**config.mk**
```make
export PLATFORM = sky130hd
export DESIGN_NAME = uart_start_bit_validator
export DESIGN_NICKNAME = d
export VERILOG_FILES = /design/src/rtl/uart_start_bit_validator.sv
export SDC_FILE = /design/constraint.sdc
export NUM_CORES = 1
export LEC_CHECK = 0
export ABC_AREA = 1
export CAP_MARGIN = 0
export CORE_MARGIN = 2
export CORE_UTILIZATION = 60
export CTS_BUF_LIST = sky130_fd_sc_hd__clkbuf_2 sky130_fd_sc_hd__clkbuf_4 sky130_fd_sc_hd__clkbuf_8
export DETAILED_ROUTE_END_ITERATION = 10
export GPL_ROUTABILITY_DRIVEN = 0
export PLACE_DENSITY = 0.86
export SLEW_MARGIN = 20
export SYNTH_ARGS = -nofsm -noshare
export SYNTH_HDL_FRONTEND = slang
export SYNTH_SLANG_ARGS = --single-unit
```
**constraint.sdc**
```tcl
create_clock -name clk -period 3.19 [get_ports clk]
set_input_delay 0.7975 -clock clk [delete_from_list [all_inputs] [get_ports clk]]
set_output_delay 0.7975 -clock clk [all_outputs]
set_load 0.01 [all_outputs]
```
**src/rtl/uart_start_bit_validator.sv**
```systemverilog
// rtl/uart_start_bit_validator.sv - Rx start-bit detector with 3-sample majority vote and frame lockout
module uart_start_bit_validator #(
    parameter int OVERSAMPLE  = 16,
    parameter int SYNC_STAGES = 2,
    parameter int FRAME_BITS  = 10
) (
    input  logic clk,
    input  logic reset,
    input  logic sample_tick,
    input  logic serial_in,
    output logic start_detected,
    output logic false_start,
    output logic busy
);
    localparam int H  = OVERSAMPLE / 2;
    localparam int L  = (FRAME_BITS - 1) * OVERSAMPLE - 1;
    localparam int CW = $clog2(FRAME_BITS * OVERSAMPLE + 1);

    localparam logic [CW-1:0] CNT_V0 = CW'(H - 1);
    localparam logic [CW-1:0] CNT_V1 = CW'(H);
    localparam logic [CW-1:0] CNT_V2 = CW'(H + 1);
    localparam logic [CW-1:0] CNT_L  = CW'(L);

    typedef enum logic [2:0] {
        S_IDLE,
        S_VERIFY,
        S_DECIDE,
        S_LOCKOUT,
        S_REARM
    } state_t;

    state_t                 state_q, state_d;
    logic [SYNC_STAGES-1:0] sync_q, sync_d;
    logic                   prev_sample_q, prev_sample_d;
    logic [CW-1:0]          cnt_q, cnt_d;
    logic [2:0]             vote_q, vote_d;
    logic                   start_detected_q, start_detected_d;
    logic                   false_start_q, false_start_d;
    logic                   busy_q, busy_d;

    logic          sample;
    logic [CW-1:0] cnt_inc;
    logic          vote_ok;

    assign sample  = sync_q[SYNC_STAGES-1];
    assign cnt_inc = cnt_q + CW'(1);
    // vote bits are 1 for a low sample; two of three low confirms the start bit
    assign vote_ok = (vote_q[0] & vote_q[1]) | (vote_q[0] & vote_q[2]) | (vote_q[1] & vote_q[2]);

    always_comb begin
        state_d          = state_q;
        cnt_d            = cnt_q;
        vote_d           = vote_q;
        sync_d           = {sync_q[SYNC_STAGES-2:0], serial_in};
        prev_sample_d    = sample_tick ? sample : prev_sample_q;
        start_detected_d = 1'b0;
        false_start_d    = 1'b0;

        case (state_q)
            S_IDLE: begin
                if (sample_tick && prev_sample_q && !sample) begin
                    state_d = S_VERIFY;
                    cnt_d   = '0;
                    vote_d  = '0;
                end
            end
            S_VERIFY: begin
                if (sample_tick) begin
                    cnt_d = cnt_inc;
                    if (cnt_inc == CNT_V0) vote_d[0] = ~sample;
                    if (cnt_inc == CNT_V1) vote_d[1] = ~sample;
                    if (cnt_inc == CNT_V2) begin
                        vote_d[2] = ~sample;
                        state_d   = S_DECIDE;
                    end
                end
            end
            S_DECIDE: begin
                if (vote_ok) begin
                    start_detected_d = 1'b1;
                    state_d          = S_LOCKOUT;
                    // a tick landing on the decision clock still counts toward the frame
                    cnt_d            = {{(CW-1){1'b0}}, sample_tick};
                end else begin
                    false_start_d = 1'b1;
                    state_d       = S_IDLE;
                end
            end
            S_LOCKOUT: begin
                if (sample_tick) begin
                    cnt_d = cnt_inc;
                    if (cnt_inc == CNT_L) state_d = S_REARM;
                end
            end
            S_REARM: begin
                if (sample_tick && sample) state_d = S_IDLE;
            end
            default: state_d = S_IDLE;
        endcase

        busy_d = (state_d != S_IDLE);
    end

    always_ff @(posedge clk) begin
        if (reset) begin
            sync_q           <= '1;
            prev_sample_q    <= 1'b1;
            state_q          <= S_IDLE;
            cnt_q            <= '0;
            vote_q           <= '0;
            start_detected_q <= 1'b0;
            false_start_q    <= 1'b0;
            busy_q           <= 1'b0;
        end else begin
            sync_q           <= sync_d;
            prev_sample_q    <= prev_sample_d;
            state_q          <= state_d;
            cnt_q            <= cnt_d;
            vote_q           <= vote_d;
            start_detected_q <= start_detected_d;
            false_start_q    <= false_start_d;
            busy_q           <= busy_d;
        end
    end

    assign start_detected = start_detected_q;
    assign false_start    = false_start_q;
    assign busy           = busy_q;
endmodule

```
==> results.sh <==
export IMPL_num_rows=16
export IMPL_syn_num_nets=179
export IMPL_start_util=0.621
export IMPL_synth_ff_type="dfxtp_1"
export IMPL_postSynthCellCount=171
export IMPL_cts_sinks=20
export IMPL_peakVddDrop_mv=0.283
export IMPL_firstDrtPassIters=5
export IMPL_grt_max_degree=14
export IMPL_setup_viol=0
export IMPL_die_x_um=48.6
export IMPL_slew_headroom=0.626
export IMPL_die_area_mm2=0.00236
export IMPL_synth_common_cells="nand2_1, inv_1, dfxtp_1"
export IMPL_hold_buffers=0
export IMPL_start_kind="primary input"
export IMPL_cp_cell_sequence="clkdlybuf4s50_1, nand3_1, inv_1, nor2_1, nor2_1, nand2_1, inv_1, o21ai_0, a31oi_1"
export IMPL_synth_xor_area_frac=0.00734
export IMPL_clock_skew_final_ns=0.00930
export IMPL_synth_edf_count=0
export IMPL_wl_met3_um=123
export IMPL_met1Wirelength_um=1090
export IMPL_die_h_um=48.6
export IMPL_synth_most_common_cell="nand2_1"
export IMPL_synth_top_family_by_area="simple AND/OR/NAND/NOR gates"
export IMPL_crit_buf_inv=3
export IMPL_cts_max_level=1
export IMPL_tightestPinTransition_ns=0.559
export IMPL_syn_to_final_growth_pct=8.81
export IMPL_fmax_ghz=0.446
export IMPL_power_internal_uw=336
export IMPL_endpoint_kind="register"
export IMPL_leakage_uw=0.000553
export IMPL_insertion_delay_ns=0.30
export IMPL_path_class="primary input to register"
export IMPL_synth_seq_cells=20
export IMPL_maxUsedRoutingLayer="met4"
export IMPL_hpwlAfterDp_um=1890
export IMPL_ys_warn_count=0
export IMPL_powerDensity_mw_per_mm2=365
export IMPL_seqPwrFrac=0.581
export IMPL_drc=0
export IMPL_power_frac_comb=0.173
export IMPL_post_route_period_util=0.703
export IMPL_antenna_found_initial=0
export IMPL_drv_cap=0
export IMPL_finalNonFillerCells=205
export IMPL_cp_arrival_ns=2.44
export IMPL_status="completed"
export IMPL_async_reset_ff_frac=0
export IMPL_switching_share=0.290
export IMPL_drive_above_1_share=0.140
export IMPL_avgSynthCellArea_um2=6.98
export IMPL_vias=1116
export IMPL_wirelength_um=2440
export IMPL_ant_nets=0
export IMPL_p_clk_frac=0.245
export IMPL_dp_cells=202
export IMPL_synth_simple_area_share=0.362
export IMPL_clockBufferDepth=2
export IMPL_core_area_mm2=0.00192
export IMPL_power_switching_uw=138
export IMPL_grt_pass1_vias=1073
export IMPL_pin_count=7
export IMPL_crit_family="buffers and inverters"
export IMPL_grt_use_total=0.235
export IMPL_synth_area_mux_share=0
export IMPL_grt_pass1_wl_um=4410
export IMPL_critical_path_max_stage_delay_ns=0.51
export IMPL_cp_max_fo=12
export IMPL_synth_top_area_frac=0.335
export IMPL_layout_min_cycle_time_ns=2.24
export IMPL_hold_class="register to register"
export IMPL_cts_root_buf="clkbuf_4"
export IMPL_finalHoldViolCount=0
export IMPL_synth_cell_types=27
export IMPL_overflow=0
export IMPL_cts_resized=0
export IMPL_port_buffers=6
export IMPL_synth_compound_area_share=0.156
export IMPL_syn_cell_area_mm2=0.00119
export IMPL_crit_slowest_cell="clkdlybuf4s50_1"
export IMPL_layout_nets=188
export IMPL_wire_per_inst_um=11.9
export IMPL_clk_pin_slew_worst_paths_ns=0.11
export IMPL_postCtsSetupRepairBufs=0
export IMPL_cts_tree="built"
export IMPL_vias_per_cell=5.44
export IMPL_setup_tns_ns=0
export IMPL_synth_fa_ha_area_frac=0.0419
export IMPL_cp_required_ns=3.39
export IMPL_ys_top_cells_by_area="dfxtp_1, nand2_1, inv_1"
export IMPL_n_antenna_cell=0
export IMPL_drt_iter0_markers=41
export IMPL_fill_cells=171
export IMPL_rsz0062_at_grt="false"
export IMPL_seq_area_frac_synth=0.335
export IMPL_routed_wl_met2_um=1160
export IMPL_cts_inserted_buffers=3
export IMPL_synth_top_area_cell="dfxtp_1"
export IMPL_drv_slew=0
layer usage:
metal / up-vias / GRT usage
met4: 0 / 0.110
met5: - / 0
met1: 505 / 0.286
met3: 7 / 0.0370
li1: 574 / -
met2: 30 / 0.406
state kept, by name, indices dropped and copies added (netlist names):
register / count
busy: 1
cnt_q: 8
false_start: 1
prev_sample_q: 1
start_detected: 1
state_q: 3
sync_q: 2
vote_q: 3
power groups by stage:
stage	clock network (µW)	logic, µW	registers, µW
after global placement	0	78.3	280
after floorplan	0	63.4	278
final	116	82.1	276
after CTS	118	81.6	275
after detailed placement	0	80.8	281
after global routing	129	94.9	278
final cells by class:
| type | count | area, µm² | share of cell area |
|---|---|---|---|
| Timing Repair Buffer | 6 | 60.1 | 0.0462 |
| Multi-Input combinational cell | 121 | 677 | 0.521 |
| Tap cell | 27 | 33.8 | 0.0260 |
| Inverter | 28 | 105 | 0.0809 |
| Clock buffer | 3 | 22.5 | 0.0173 |
| Sequential cell | 20 | 400 | 0.308 |
layout by cell type (no fill, tap or decap), types with 2 or more instances in the layout:
cell,Yosys,layout
clkbuf_4,0,3
nand2_2,6,6
a31oi_1,3,3
clkdlybuf4s50_1,0,6
dfxtp_1,20,20
o21ai_2,3,3
nand2_1,33,33
nand3_2,4,4
a21oi_1,10,10
o21ai_0,3,3
nand4_1,2,2
nor2_4,4,4
nor2_1,16,16
inv_1,27,27
ha_1,4,4
a211oi_1,4,4
nand3_1,17,17
nor3_1,3,3
or2_2,2,2
path summary, 6_finish.rpt:
kind / cells after the start / startpoint / endpoint / slack (ns)
worst max-delay path: 9 / sample_tick / cnt_q[0]$_SDFFE_PP0P_ / 0.95
worst min-delay path: 1 / sync_q[0]$_SDFF_PP1_ / sync_q[1]$_SDFF_PP1_ / 0.43
worst max register to register: 10 / cnt_q[1]$_SDFFE_PP0P_ / busy$_SDFF_PP0_ / 1.32
worst min register to register: 1 / sync_q[0]$_SDFF_PP1_ / sync_q[1]$_SDFF_PP1_ / 0.43
per-stage QoR:
stage | power, µW | worst slack [ns] | instance area, µm² | hold WS (ns) | util
floorplan | 341 | 1.56 | 1190 | 0.389 | -
CTS | 475 | 0.971 | 1300 | 0.428 | 0.676
detailed placement | 362 | 0.640 | 1280 | 0.402 | 0.664
global placement | 358 | 0.754 | 1280 | 0.399 | 0.664
global route | 502 | 0.662 | 1300 | 0.441 | 0.676
finish | 474 | 0.947 | 1300 | 0.426 | 0.676
logic make-up after synthesis:
logic type | Yosys count
xor gates and xnor gates | 1
DFF | 20
and+or+nand+nor | 87
buffers and inverters | 30
adders and majority gates | 4
AOI/OAI and AO/OA | 29
worst register-to-register path: stages (launching register included):
cell	delay [ns]
dfxtp_1	0.46
ha_1	0.23
nand3_1	0.18
o21ai_2	0.17
nand2_2	0.10
nor2_1	0.16
nand3_2	0.12
a21oi_1	0.14
nand2_1	0.06
nand2_1	0.08
nand3_1	0.07
No activity file was read; power rests on OpenSTA's default activity.
